--- src/rtl/div_sequencer_pkg.sv ---
// Shared definitions for the EX-stage divide sequencer: control codes and FSM encodings.
package div_sequencer_pkg;

    // EX-stage ALU control codes that map onto start / signed_div.
    localparam logic [5:0] DIV_CONTROL  = 6'b011010;
    localparam logic [5:0] DIVU_CONTROL = 6'b011011;

    typedef enum logic [2:0] {
        ST_IDLE = 3'd0,
        ST_PREP = 3'd1,
        ST_RUN  = 3'd2,
        ST_FIX  = 3'd3,
        ST_DONE = 3'd4
    } state_e;

endpackage

--- src/rtl/div_sequencer_if.sv ---
// Request/result bundle between the EX stage (master) and the divide sequencer (slave).
interface div_sequencer_if #(
    parameter int WIDTH = 32
);
    logic             start;
    logic             signed_div;
    logic [WIDTH-1:0] a;
    logic [WIDTH-1:0] b;
    logic             flush;
    logic             stall;
    logic             done;
    logic [WIDTH-1:0] hi_out;
    logic [WIDTH-1:0] lo_out;

    modport master (
        output start, signed_div, a, b, flush,
        input  stall, done, hi_out, lo_out
    );

    modport slave (
        input  start, signed_div, a, b, flush,
        output stall, done, hi_out, lo_out
    );
endinterface

--- src/rtl/div_sequencer_step.sv ---
// One radix-2 restoring iteration: shift {rem, quo} left, trial-subtract the divisor.
module div_step #(
    parameter int WIDTH = 32
) (
    input  logic [WIDTH-1:0] rem,
    input  logic [WIDTH-1:0] quo,
    input  logic [WIDTH-1:0] dvs,
    output logic [WIDTH-1:0] rem_next,
    output logic [WIDTH-1:0] quo_next
);
    logic [WIDTH:0] shifted;
    logic [WIDTH:0] diff;

    // The bit shifted out of rem must take part in the compare, hence WIDTH+1 bits.
    assign shifted  = {rem, quo[WIDTH-1]};
    assign diff     = shifted - {1'b0, dvs};
    assign rem_next = diff[WIDTH] ? shifted[WIDTH-1:0] : diff[WIDTH-1:0];
    assign quo_next = {quo[WIDTH-2:0], ~diff[WIDTH]};
endmodule

--- src/rtl/div_sequencer.sv ---
// Multi-cycle DIV/DIVU sequencer for the EX stage (restoring, WIDTH iterations).
// Optional DIV_ZERO_SKIP_EN: divide-by-zero skips the iteration and finishes from PREP.
module div_sequencer
    import div_sequencer_pkg::*;
#(
    parameter int WIDTH = 32
) (
    input  logic           clk,
    input  logic           resetn,
    div_sequencer_if.slave bus
);
    localparam int CNT_W = $clog2(WIDTH) + 1;

    state_e           state, state_next;
    logic             stall_c;
    logic             accept;
    logic             last_iter;
    logic             b_zero;
    logic             signed_q, qneg, rneg;
    logic [WIDTH-1:0] a_q, b_q;
    logic [WIDTH-1:0] dvs, rem, quo;
    logic [WIDTH-1:0] rem_step, quo_step;
    logic [CNT_W-1:0] cnt;
    logic [WIDTH-1:0] hi_q, lo_q;
    logic             done_q;

    function automatic logic [WIDTH-1:0] magnitude(input logic [WIDTH-1:0] v, input logic neg);
        return neg ? -v : v;
    endfunction

    assign accept    = bus.start & ~bus.flush;
    assign last_iter = (cnt == CNT_W'(WIDTH - 1));
    assign b_zero    = (b_q == '0);

    div_step #(.WIDTH(WIDTH)) u_step (
        .rem      (rem),
        .quo      (quo),
        .dvs      (dvs),
        .rem_next (rem_step),
        .quo_next (quo_step)
    );

    // NOTE: state registers use non-blocking assignments so every flop samples pre-edge values.
    always_ff @(posedge clk or negedge resetn) begin
        if (!resetn) state <= ST_IDLE;
        else         state <= state_next;
    end

    // NOTE: defaults first so no path through the case leaves a signal unassigned (no latches).
    always_comb begin
        state_next = state;
        stall_c    = 1'b0;
        case (state)
            ST_IDLE: begin
                stall_c = accept;
                if (accept) state_next = ST_PREP;
            end
            ST_PREP: begin
                stall_c = 1'b1;
`ifdef DIV_ZERO_SKIP_EN
                state_next = b_zero ? ST_DONE : ST_RUN;
`else
                state_next = ST_RUN;
`endif
            end
            ST_RUN: begin
                stall_c = 1'b1;
                if (last_iter) state_next = ST_FIX;
            end
            ST_FIX: begin
                stall_c    = 1'b1;
                state_next = ST_DONE;
            end
            ST_DONE: state_next = ST_IDLE;
            default: state_next = ST_IDLE;
        endcase
        if (bus.flush) state_next = ST_IDLE;
    end

    always_ff @(posedge clk or negedge resetn) begin
        if (!resetn) begin
            signed_q <= 1'b0;
            qneg     <= 1'b0;
            rneg     <= 1'b0;
            a_q      <= '0;
            b_q      <= '0;
            dvs      <= '0;
            rem      <= '0;
            quo      <= '0;
            cnt      <= '0;
            hi_q     <= '0;
            lo_q     <= '0;
            done_q   <= 1'b0;
        end else begin
            case (state)
                ST_IDLE: if (accept) begin
                    signed_q <= bus.signed_div;
                    a_q      <= bus.a;
                    b_q      <= bus.b;
                    qneg     <= bus.signed_div & (bus.a[WIDTH-1] ^ bus.b[WIDTH-1]);
                    rneg     <= bus.signed_div & bus.a[WIDTH-1];
                end
                ST_PREP: begin
                    quo <= magnitude(a_q, signed_q & a_q[WIDTH-1]);
                    dvs <= magnitude(b_q, signed_q & b_q[WIDTH-1]);
                    rem <= '0;
                    cnt <= '0;
`ifdef DIV_ZERO_SKIP_EN
                    if (b_zero && !bus.flush) begin
                        hi_q <= a_q;
                        lo_q <= '1;
                    end
`endif
                end
                ST_RUN: begin
                    rem <= rem_step;
                    quo <= quo_step;
                    cnt <= cnt + 1'b1;
                end
                ST_FIX: if (!bus.flush) begin
                    // Divide-by-zero reports the raw dividend, bypassing sign correction.
                    if (b_zero) begin
                        hi_q <= a_q;
                        lo_q <= '1;
                    end else begin
                        hi_q <= rneg ? -rem : rem;
                        lo_q <= qneg ? -quo : quo;
                    end
                end
                default: ;
            endcase
            done_q <= (state_next == ST_DONE);
        end
    end

    assign bus.stall  = stall_c;
    assign bus.done   = done_q;
    assign bus.hi_out = hi_q;
    assign bus.lo_out = lo_q;
endmodule

--- src/flat_wrapper.sv ---
// flat-port wrapper written by rule: the top's interface ports become plain ports
module div_sequencer_flat import div_sequencer_pkg::*;
#(
    parameter int WIDTH = 32
)
  (clk, resetn, bus_start, bus_signed_div, bus_a, bus_b, bus_flush, bus_stall, bus_done, bus_hi_out, bus_lo_out);
  div_sequencer_if #(.WIDTH(WIDTH)) bus_i ();
  input  logic clk;
  input  logic resetn;
  input wire logic [$bits(bus_i.start)-1:0] bus_start;
  input wire logic [$bits(bus_i.signed_div)-1:0] bus_signed_div;
  input wire logic [$bits(bus_i.a)-1:0] bus_a;
  input wire logic [$bits(bus_i.b)-1:0] bus_b;
  input wire logic [$bits(bus_i.flush)-1:0] bus_flush;
  output wire logic [$bits(bus_i.stall)-1:0] bus_stall;
  output wire logic [$bits(bus_i.done)-1:0] bus_done;
  output wire logic [$bits(bus_i.hi_out)-1:0] bus_hi_out;
  output wire logic [$bits(bus_i.lo_out)-1:0] bus_lo_out;
  assign bus_i.start = bus_start;
  assign bus_i.signed_div = bus_signed_div;
  assign bus_i.a = bus_a;
  assign bus_i.b = bus_b;
  assign bus_i.flush = bus_flush;
  assign bus_stall = bus_i.stall;
  assign bus_done = bus_i.done;
  assign bus_hi_out = bus_i.hi_out;
  assign bus_lo_out = bus_i.lo_out;
  div_sequencer #(.WIDTH(WIDTH)) u_core (.clk(clk), .resetn(resetn), .bus(bus_i));
endmodule
--- config.mk ---
export PLATFORM = sky130hd
export DESIGN_NAME = div_sequencer_flat
export DESIGN_NICKNAME = d
export VERILOG_FILES = /design/src/rtl/div_sequencer_pkg.sv /design/src/rtl/div_sequencer_if.sv /design/src/rtl/div_sequencer_step.sv /design/src/rtl/div_sequencer.sv /design/src/flat_wrapper.sv
export SDC_FILE = /design/constraint.sdc
export NUM_CORES = 1
export LEC_CHECK = 0
export BUFFER_PORTS_ARGS = -buffer_cell sky130_fd_sc_hd__buf_2
export CAP_MARGIN = 40
export CORE_MARGIN = 10
export CORE_UTILIZATION = 60
export DETAILED_ROUTE_END_ITERATION = 10
export GPL_ROUTABILITY_DRIVEN = 0
export PLACE_DENSITY = 0.89
export REMOVE_ABC_BUFFERS = 1
export SETUP_SLACK_MARGIN = 0.02
export SYNTH_ARGS = -nofsm -noshare
export SYNTH_HDL_FRONTEND = slang
export SYNTH_SLANG_ARGS = --single-unit
--- constraint.sdc ---
create_clock -name clk -period 3.65 [get_ports clk]
set_clock_uncertainty 0.05 [all_clocks]
set_input_delay 0.5475 -clock clk [delete_from_list [all_inputs] [get_ports clk]]
set_output_delay 0.5475 -clock clk [all_outputs]
set_load 0.03 [all_outputs]
# Word-level counts from Yosys, hierarchy flattened
# Index checks and enable logic that the tools add are counted.
[op_classes]
n_eq_ne = 5
magnitude_cmp = 0
n_mul = 0
n_mux = 15
div_mod_pow = 0
bitwise_logic = 8
n_reduce_logical = 6
n_addsub = 6
n_shift = 0
[op_table]
columns = ["operator", "count"]
rows = [
  ["$mux W32", 7],
  ["$neg A32 Y32", 4],
  ["$pmux W32 S2", 2],
  ["$sub A33 B32 Y33", 1],
  ["$logic_not A32 Y1", 1],
  ["$pmux W3 S4", 1],
  ["$pmux W6 S2", 1],
  ["$mux W3", 3],
  ["$add A6 B1 Y6 const B", 1],
  ["$eq A3 B2 Y1 const B", 2],
  ["$eq A6 B5 Y1 const B", 1],
  ["$and A1 B1 Y1", 5],
  ["$reduce_and A2 Y1", 2],
  ["$eq A3 B1 Y1 const B", 1],
  ["$eq A3 B3 Y1 const B", 1],
  ["$logic_not A3 Y1", 1],
  ["$reduce_or A3 Y1", 1],
  ["$not A1 Y1", 2],
  ["$pmux W1 S2", 1],
  ["$reduce_bool A2 Y1", 1],
  ["$xor A1 B1 Y1", 1],
]
[totals]
elab_cells = 53
ramBits = 0
romBits = 0
out_inout_bits = 66
inputBits = 69
memories = 0
register_bits = 237
latch_bits = 0

# Logic depth before layout (Yosys ltp)
# Gate-level depths: netlist of run 1.
[depth]
word_depth = 6
mapped_depth = 13

# Hierarchy
# A second synthesis of run 1 with hierarchy kept.
[unflattened]
hier_cells = 1515
hier_area_um2 = 14345.0
[by_module_without_submodules]
columns = ["module", "cells_each", "seq_area_each_um2", "area_per_inst_um2", "instances"]
rows = [
  ["div_sequencer", 1175, 5930.7, 11795.1, 1],
  ["div_step", 340, 0.0, 2549.9, 1],
]

# Least setup slack after synthesis of run 1
# Ideal clock, no wire load.
[synth_timing]
path_type = "reg-to-reg"
start = "reg u_core.rem[26]"
end = "reg u_core.rem[25]"
t_arrival_ns = 2.805
n_path_buf = 2
required_ns = 3.478
period_less_slack_ns = 2.977
setup_slack_ns = 0.673
setup_time_ns = 0.122
stages_incl_launch_ff = 12
path_cell_list = "dfrtp_1 > ha_1 > clkbuf_1 > a21oi_1 > o21ai_0 > nand3_1 > a21boi_0 > or4b_2 > o221ai_2 > buf_4 > nand2_1 > a32o_1"
[synth_between]
elab_chain_len = 3
[synth_lines]
columns = ["element", "line_no", "rtl"]
rows = [
  ["start: declaration", "div_sequencer.sv:21", "logic [WIDTH-1:0] dvs, rem, quo;"],
  ["start signal: assignment", "div_sequencer.sv:116", "rem <= rem_step;"],
  ["$sub A33 B32 Y33", "div_sequencer_step.sv:16", "assign diff = shifted - {1'b0, dvs};"],
  ["$mux W32", "div_sequencer_step.sv:17", "assign rem_next = diff[WIDTH] ? shifted[WIDTH-1:0] : diff[WIDTH-1:0];"],
  ["$pmux W32 S2", "div_sequencer.sv:95", "case (state)"],
]
# No other way between the ends.
# A chain may end at the register's enable or synchronous reset.

# Worst setup path in the final report of run 1
[layout_timing]
start = "reg u_core.rem[26]"
end = "reg u_core.rem[10]"
# Same word-level chain as after synthesis.

==> results of run 1 <==
per-stage QoR:
stage | instances | TNS, ps | power (mW) | hold slack, ps | setup WS [ps]
floorplan | 1380 | -1985 | 9.701 | 201.9 | -130.3
global placement | 1816 | 0 | 11.27 | 401.4 | 311.8
detailed placement | 1819 | 0 | 11.63 | 422.0 | 209.6
CTS | 1869 | 0 | 14.59 | 12.32 | 171.7
global route | 1872 | 0 | 15.72 | 31.53 | 61.60
finish | 1872 | 0 | 14.70 | -43.15 | 329.1
cells in the mapped netlist (all sizes together) (10+ instances only):
| cell type | instances |
|---|---|
| dfrtp | 237 |
| o21ai | 201 |
| nand2 | 165 |
| nor2 | 89 |
| xnor2 | 74 |
| xor2 | 74 |
| a21oi | 73 |
| mux2 | 65 |
| clkbuf | 58 |
| inv | 52 |
| ha | 37 |
| a31oi | 32 |
| a22oi | 30 |
| mux2i | 27 |
| o31ai | 25 |
| or3 | 24 |
| buf | 21 |
| nand3 | 17 |
| nor3 | 17 |
| nand2b | 11 |
| o41ai | 11 |
| and2 | 10 |
| or4 | 10 |
cell type report:
class	count	area [sq um]	share of cell area
tap	285	356.6	0.02296
clock buffer	39	790.8	0.05091
clock inverter	11	170.2	0.01096
timing repair buffer	157	923.4	0.05945
sequential	237	5931	0.3818
multi-input combinational	1091	7166	0.4613
inverter	52	195.2	0.01257
cell families after synthesis:
group | synth area share
compound gates | 0.1880
xor+xnor | 0.09540
fa+ha+maj | 0.03554
buf+inv | 0.03932
flops | 0.4365
mux | 0.07376
simple gates | 0.1315
cells in the final DEF (no fill, tap or decap), drive strengths merged, types with 27 or more instances in the layout:
cell,n
a22oi,30
a21oi,73
dfrtp,237
nand2,165
xor2,74
inv,54
buf,157
ha,37
a31oi,32
mux2,65
o21ai,201
nor2,89
mux2i,27
clkbuf,39
xnor2,74
registers in the layout, indices dropped and copies added, names as in the netlist:
signal and cells:
u_core.a_q 32, u_core.b_q 32, u_core.bus.hi_out 32, u_core.bus.lo_out 32
u_core.dvs 32, u_core.quo 32, u_core.rem 32, u_core.cnt 6
u_core.state 3, u_core.bus.done 1, u_core.qneg 1, u_core.rneg 1
u_core.signed_q 1
routing by layer:
metal | GRT usage | wire length, microns
met1 | 0.2793 | 13680
met2 | 0.3958 | 16660
met3 | 0.03871 | 2380
met4 | 0.1182 | 1755
met5 | 0 | 0
power groups by stage:
stage          sequential [mW]  combinational (mW)  clock, mW
3_3_place_gp              4.60                6.67          0
4_1_cts                   4.65                7.04       2.91
6_report                  4.70                7.14       2.87
2_1_floorplan             4.97                4.73          0
3_5_place_dp              4.68                6.95          0
5_1_grt                   4.81                7.90       3.01
path summary, 6_finish.rpt:
kind / startpoint / to / slack (ps) / cells past startpoint
worst min register to register: u_core.bus.lo_out[24] / u_core.bus.lo_out[24] / 430 / 2
max in group asynchronous: resetn / u_core.b_q[10] / 2600 / 2
min in group clk: bus_flush / u_core.state[1] / 170 / 2
worst min-delay path: resetn / u_core.bus.lo_out[24] / -40 / 1
worst max-delay path: u_core.rem[26] / u_core.rem[10] / 330 / 10
worst max register to register: u_core.rem[26] / u_core.rem[10] / 330 / 10
repair_timing:
item                                    CTS  global route
setup buffers                             0             3
endpoints found under the setup margin    0            24
resized for setup                         0             1
==> flow_summary.toml, run 1 <==
[run_status]
status = "finished, violations left"
violations = "hold timing"

[synthesis]
syn-instance-count = 1459
ys_ff_latch = 237
syn_area_per_cell_sq_um = 9.313
synthDistinctLibCells = 63
synth_flop_cell = "dfrtp_1"
synth_edf_count = 0
netlist_top_cells_area = "dfrtp_1 (44%), o21ai_0 (6.2%), mux2_2 (5.4%)"
ys_seq_area_frac = 0.4365
syn_area_sq_um = 13590
synthArstFlopShare = 1.000
synth_top_area_frac = 0.4365
ys.warnings.count = 0
synth_top_cell_by_area = "dfrtp_1"

[finish]
fillers = 1572
final_area_sq_um = 15530
n_antenna_cell = 0
drive_gt1_frac = 0.1808
final_nets = 1673
final_core_util = 0.6924
syn2layout_area_growth_pct = 14.31

[global_routing]
grt_max_degree = 101
antenna_found_initial = 0
grt_pass1_vias = 11370
grt_pass1_wl_mm = 56.27
grtUsageTotal = 0.2325
grt_overflow = 0

[die]
chipWidth_microns = 170.5
ios = 135
num_rows = 55
coreArea_sq_um = 22430
die_area_sq_um = 29070
start_util = 0.6057
die-height_microns = 170.5

[pwr]
clockPowerShare = 0.195
comb_power_share = 0.486
pwr_density_cell_nw_per_um2 = 946.7
p_switching_mw = 6.333
p_leak_nw = 7.022
seq_power_share = 0.319
intPower_mw = 8.372
max-vdd-ir-drop_mv = 0.4500
switching_share = 0.4307

[placed_design]
hpwl_mm = 24.68
placed_area_sq_um = 14550
io_buffers = 134

[sta]
setup_viol = 0
fmax_mhz = 301.1
slew_headroom = 0.4077
rsz0062_at_grt = "false"
hold_viol_final = 15
fin_crit_ps = 3321
fin_hold_ws_ps = -43.15
report.final.slew_viol_count = 0
period_share = 0.9098
tightestPinTransition_ps = 888.4

[clock_tree]
clockBufferDepth = 3
cts.htree.levels = 1
cts.hold.buffers_added = 0
clk_transition_reported_paths_ps = 60
numCtsBuffers = 27
root_buffer = "clkbuf_16"
insertion_delay_ps = 540
numClockSinks = 237
cts_tree = "done"

[route]
drt_iter0_drc = 989
routed_wl_mm = 34.48
wl_per_cell_microns = 18.42
dr.pass1.iters = 8
viasPerCell = 6.170
drtAntennaViolNets = 0
dr_total_vias = 11550
drc = 0

[worst_setup_path]
critPathLaunchType = "register"
crit_arrival_ps = 3670
path_cells = "ha_1 -> a21oi_1 -> o21ai_0 -> nand3_1 -> a21boi_0 -> or4b_2 -> o221ai_4 -> buf_12 -> mux2i_1 -> o21ai_0"
cpMostUsedCell = "o21ai_0"
cpMaxStageDelayCell = "or4b_2"
cpPeakStageDelay_ps = 670
critPathTopFamily = "compound AO/OA/AOI/OAI gates"
critPathRequiredTime_ps = 4000
worstSetupEndpointType = "register"
worst-path-buf-inv = 1
critPathKind = "register to register"
worst-path-max-fanout = 20

[run]
drv_cap = 0

[worst_hold_path]
hp-class = "input port to asynchronous set/reset pin"
(Power assumes the default switching activity.)
==> inputs of run 2 (changes only) <==
Settings changed: ABC_AREA set to 1, CORE_UTILIZATION 60 to 61, PLACE_DENSITY 0.89 to 0.84.
==> run 2 against run 1 <==
  * Worst hold slack improved by 180 ps
  * Count of clock-buffer cells in the layout did not move
  * Non-clock buffer count increased by 1
  * Total power is 1.7% lower
  * Synthesized cell count up 64%
  * Clock power decreased by 6%
  * Final cell count rose by 52%
  * Final area rose by 15%
  * Critical path depth grew 6
  * The run now ends clean
==> flow_summary.toml, run 2 <==
[run_status]
status = "completed"

[synthesis]
ys_seq_area_frac = 0.3707
ys_ff_latch = 237
yosysMostFrequentCell = "nand2_1"
netlist_top_cells_area = "dfrtp_1 (37%), nand2_1 (20%), inv_1 (7.0%)"
synth_flop_cell = "dfrtp_1"
ys.warnings.count = 0
synthDistinctLibCells = 52
synth_top_area_frac = 0.3707
synthArstFlopShare = 1.000
synth_top_cell_by_area = "dfrtp_1"
syn_area_per_cell_sq_um = 6.704
synth_edf_count = 0
syn-instance-count = 2386
yosys-top-cells-count = "nand2_1 (843), inv_1 (298), dfrtp_1 (237)"
syn_area_sq_um = 16000

[finish]
final_common_cell = "nand2_1"
syn2layout_area_growth_pct = 11.58
final_nets = 2598
n_antenna_cell = 0
final_area_sq_um = 17850
drive_gt1_frac = 0.1000
layout_common_cells = "nand2_1 (843), inv_1 (297), dfrtp_1 (237), nand3_1 (211), nor2_1 (188)"

[worst_setup_path]
critPathKind = "register to register"
r2r_slack_ps = 880
crit_arrival_ps = 3150
worstSetupEndpointType = "register"
crit_path_end = "u_core.rem[27]"
critical_path.startpoint = "u_core.rem[0]"
timing.rr.end = "u_core.rem[27]"
rr_worst_depth = 16
worst-path-max-fanout = 20
r2r-start = "u_core.rem[0]"
critPathRequiredTime_ps = 4030
critPathLaunchType = "register"

[die]
die_area_sq_um = 33100
chipWidth_microns = 181.9
start_util = 0.6174
ios = 135
coreArea_sq_um = 25910
num_rows = 59
die-height_microns = 181.9

[route]
drtAntennaViolNets = 0
drt_iter0_drc = 1973
dr_total_vias = 16330
drc = 0
viasPerCell = 5.741
routed_wl_mm = 48.13
dr.pass1.iters = 6
wl_per_cell_microns = 16.92

[global_routing]
grt_overflow = 0
grt_max_degree = 124
grt_pass1_wl_mm = 78.72
grt_pass1_vias = 15910
grtUsageTotal = 0.2837
antenna_found_initial = 0

[clock_tree]
cts.htree.levels = 1
clk_transition_reported_paths_ps = 60
numClockSinks = 237
root_buffer = "clkbuf_16"
cts_tree = "done"
insertion_delay_ps = 550
numCtsBuffers = 27
clockBufferDepth = 3
ctsResizeCount = 0

[sta]
rsz0062_at_grt = "false"
report.final.slew_viol_count = 0
fin_crit_ps = 2772
fin_hold_ws_ps = 136.5
hold_viol_final = 0
period_share = 0.7594
tightestPinTransition_ps = 870.7
fmax_mhz = 360.8
slew_headroom = 0.4195
setup_viol = 0

[placed_design]
io_buffers = 134
placed_area_sq_um = 16960
hpwl_mm = 36.39

[run]
drv_cap = 0

[pwr]
pwr_density_cell_nw_per_um2 = 809.7
max-vdd-ir-drop_mv = 0.4392
p_leak_nw = 9.688

[worst_hold_path]
hp-class = "input port to register"
hold_path_depth = 3
-- run 2: cell types whose count changed after synthesis, moves of 30 or more --
cell     previous run  this run
mux2_2             65         0
nand3_1            17       212
xnor2_1            74         9
nand2_1           165       843
nor2_1             89       188
a22oi_1            30         0
nand4_1             9        40
inv_1              51       298
-- run 2: per-layer routing --
metal | wire, microns | global-route usage
met5 | 0 | 0
met3 | 4089 | 0.04155
met1 | 19220 | 0.3561
met2 | 22520 | 0.4730
met4 | 2293 | 0.1311
-- run 2: layout make-up --
type	instances	area, sq um
Clock buffer	39	770.7
Tap cell	335	419.2
Timing Repair Buffer	158	913.4
Sequential cell	237	5931
Inverter	309	1161
Clock inverter	9	106.4
Multi-Input combinational cell	1758	8547
Fill cell	2178	8063
-- run 2: how the worst min path moves through the flow --
stage	start	to	slack (ps)
after floorplan	resetn	u_core.a_q[0]	200
after global placement	u_core.bus.lo_out[16]	u_core.bus.lo_out[16]	410
after detailed placement	u_core.bus.hi_out[8]	u_core.bus.hi_out[8]	410
after CTS	bus_b[20]	u_core.b_q[20]	130
after global routing	bus_b[20]	u_core.b_q[20]	160
final	bus_b[20]	u_core.b_q[20]	140
-- run 2: critical path, stage by stage, from the launching register on --
cell and delay [ps]:
dfrtp_1 450, inv_1 180, fa_1 480, inv_1 90
nand2_1 50, nand2_1 70, nand3_1 80, nand2_2 120
nand2_2 70, nand2_2 80, nand2_4 80, nand2_4 80
nand2_4 130, nand2_2 380, nand2_1 110, nand3_1 100
nand2_1 50
-- run 2: where the power goes --
part           total, mW  switching [mW]  internal, mW
Clock               2.71            1.10          1.60
Combinational       7.78            5.28          2.49
Sequential          3.97           0.687          3.28
Total               14.5            7.08          7.38
-- run 2: timing repair --
action | 4_1_cts | 5_1_grt
endpoints found under the hold margin | 59 | 0
hold buffers | 1 | 0
setup buffers | 0 | 0
-- run 2: per-stage QoR --
step / util / setup TNS [ps] / setup WS [ps] / instances / power [mW]
final: 0.6888 / 0 / 878.2 / 2845 / 14.45
after global routing: 0.6888 / 0 / 631.7 / 2845 / 15.57
after CTS: 0.6888 / 0 / 879.2 / 2845 / 14.27
after detailed placement: 0.6546 / 0 / 901.6 / 2796 / 11.51
after global placement: 0.6538 / 0 / 1026 / 2795 / 11.28
after floorplan: - / -149780 / -2697 / 2304 / 9.427
-- run 2: kinds of logic after synthesis --
| family | count (synthesis) | share of synthesized area |
|---|---|---|
| buffers and inverters | 391 | 0.09597 |
| DFF | 237 | 0.3707 |
| muxes | 1 | 0.0007039 |
| xor gates and xnor gates | 75 | 0.04106 |
| and+or+nand+nor | 1362 | 0.3592 |
| AOI/OAI and AO/OA | 282 | 0.1021 |
| adders and majority gates | 38 | 0.03019 |
==> inputs of run 3 (changes only) <==
Settings changed: ABC_AREA 1 to 0, CORE_UTILIZATION 61 to 54, PLACE_DENSITY 0.84 to 0.8.
Clock period 3.65 ns to 2.45 ns, I/O delays scaled along.
==> run 3 against run 2 <==
  * The run now ends with setup timing left
  * Sequential share of layout area fell by 2.1 points
  * Wire length fell by 3.2%
  * Final cell count fell by 23%
  * Global-route usage fell by 2.1 points
  * Largest power group unchanged
==> flow_summary.toml, run 3 (same netlist as run 1, synthesis figures left out) <==
[route]
drtAntennaViolNets = 0
drc = 0
dr_total_vias = 13380
viasPerCell = 6.091
drt_iter0_drc = 1176
wl_per_cell_microns = 21.21
routed_wl_mm = 46.61
dr.pass1.iters = 7

[global_routing]
grtUsageTotal = 0.2631
grt_max_degree = 66
grt_overflow = 0
grt_pass1_vias = 13190
grt_pass1_wl_mm = 68.69
antenna_found_initial = 2

[worst_hold_path]
hp-class = "input port to register"
hold_path_depth = 2

[worst_setup_path]
rr_worst_depth = 14
critPathRequiredTime_ps = 2810
worst-path-max-fanout = 6
worstSetupEndpointType = "register"
crit_arrival_ps = 3360
critPathKind = "register to register"
critPathLaunchType = "register"

[clock_tree]
numCtsBuffers = 27
clk_transition_reported_paths_ps = 60
cts.htree.levels = 1
root_buffer = "clkbuf_16"
insertion_delay_ps = 560
clockBufferDepth = 3
numClockSinks = 237
cts_tree = "done"

[die]
chipWidth_microns = 178.6
coreArea_sq_um = 24530
die-height_microns = 178.6
ios = 135
die_area_sq_um = 31910
num_rows = 57
start_util = 0.5539

[finish]
final_core_util = 0.7765
drive_gt1_frac = 0.3554
fillers = 1424
final_common_cell = "dfrtp_1"
final_nets = 1960
syn2layout_area_growth_pct = 40.20
layout_common_cells = "dfrtp_1 (235), buf_4 (232), nand2_1 (158), buf_2 (133), o21ai_0 (103)"

[sta]
report.final.slew_viol_count = 0
period_share = 1.227
tns_ps = -41910
slew_headroom = 0.4153
hold_viol_final = 0
rsz0062_at_grt = "true"
fmax_mhz = 332.6
tightestPinTransition_ps = 877.1
fin_ws_ps = -556.6
fin_crit_ps = 3007
setup_viol = 99

[run_status]
violations = "setup timing"
status = "finished, violations left"

[placed_design]
hpwl_mm = 28.05
io_buffers = 134

[pwr]
p_leak_nw = 8.643
max-vdd-ir-drop_mv = 1.097
p_total_mw = 28.07
pwr_density_cell_nw_per_um2 = 1474

[run]
drv_cap = 0
run 3: cell types whose count changed in the layout (fill, tap and decap cells not counted), moves of 17 or more:
| cell | delta |
|---|---|
| o21ai_1 | +67 |
| mux2_2 | +65 |
| inv_1 | -247 |
| o21ai_0 | -50 |
| nand3_1 | -197 |
| nand4_1 | -31 |
| dlygate4sd3_1 | +43 |
| o21ai_2 | +25 |
| a21oi_2 | +17 |
| xnor2_1 | +64 |
| nor2_1 | -112 |
| a22oi_1 | +30 |
| buf_4 | +213 |
| nand2_1 | -685 |
run 3: power breakdown:
part / switching, mW / internal, mW
Sequential: 1.36 / 5.33
Clock: 1.69 / 2.91
Combinational: 9.05 / 7.73
run 3: area by class of cell:
cell class	instances	area, sq um	area share
Sequential cell	237	5933	0.3114
Clock inverter	11	245.2	0.01287
Multi-Input combinational cell	1092	8095	0.4249
Inverter	52	195.2	0.01025
Antenna cell	2	5.005	0.0002627
Clock buffer	36	759.5	0.03987
Tap cell	324	405.4	0.02128
Timing Repair Buffer	443	3412	0.1791
run 3: repair_timing:
| action | in CTS | in global routing |
|---|---|---|
| resized for setup | 143 | 129 |
| gates cloned | 4 | 4 |
| endpoints found under the hold margin | 104 | 0 |
| setup buffers | 22 | 22 |
| setup endpoints to repair | 102 | 121 |
| pin swaps | 44 | 40 |
| hold buffers | 44 | 0 |
run 3: final timing paths:
check | startpoint | endpoint | slack [ps]
max in group asynchronous | resetn | u_core.b_q[10] | 1270
setup reg to reg | u_core.quo[31] | u_core.rem[20] | -560
hold / removal | bus_b[7] | u_core.b_q[7] | 2
min in group asynchronous | resetn | u_core.bus.lo_out[24] | 320
hold reg to reg | u_core.dvs[2] | u_core.dvs[2] | 430
setup / recovery | u_core.quo[31] | u_core.rem[20] | -560
run 3: per-layer routing:
layer,share of wire,wire length (microns),global-route usage
met4,0.049,2293,0.1164
met3,0.084,3910,0.04313
met2,0.51,23650,0.4653
met1,0.36,16720,0.3077
met5,0.00058,27,0
run 3: critical path: stages, from the launching register on:
cell and delay [ps]:
dfrtp_1 390, inv_2 90, ha_4 150, fa_2 210, nor2b_2 50, o211ai_1 170
nand4_1 150, o21ai_2 270, a21oi_2 120, nand2b_4 160, o221ai_4 310, buf_6 150
buf_12 130, mux2i_2 300, o21ai_1 140
run 3: stage by stage:
| step | setup slack (ps) | hold WS, ps | std cells | instance area, sq um |
|---|---|---|---|---|
| 4_1_cts | -418.0 | 1.591 | 2176 | 18360 |
| 5_1_grt | -630.4 | 5.831 | 2195 | 19050 |
| 3_3_place_gp | -416.3 | 311.2 | 2059 | 16180 |
| 2_1_floorplan | -1330 | 21.91 | 1380 | 13250 |
| 6_report | -556.6 | 1.567 | 2197 | 19050 |
| 3_5_place_dp | -514.4 | 316.9 | 2059 | 16180 |
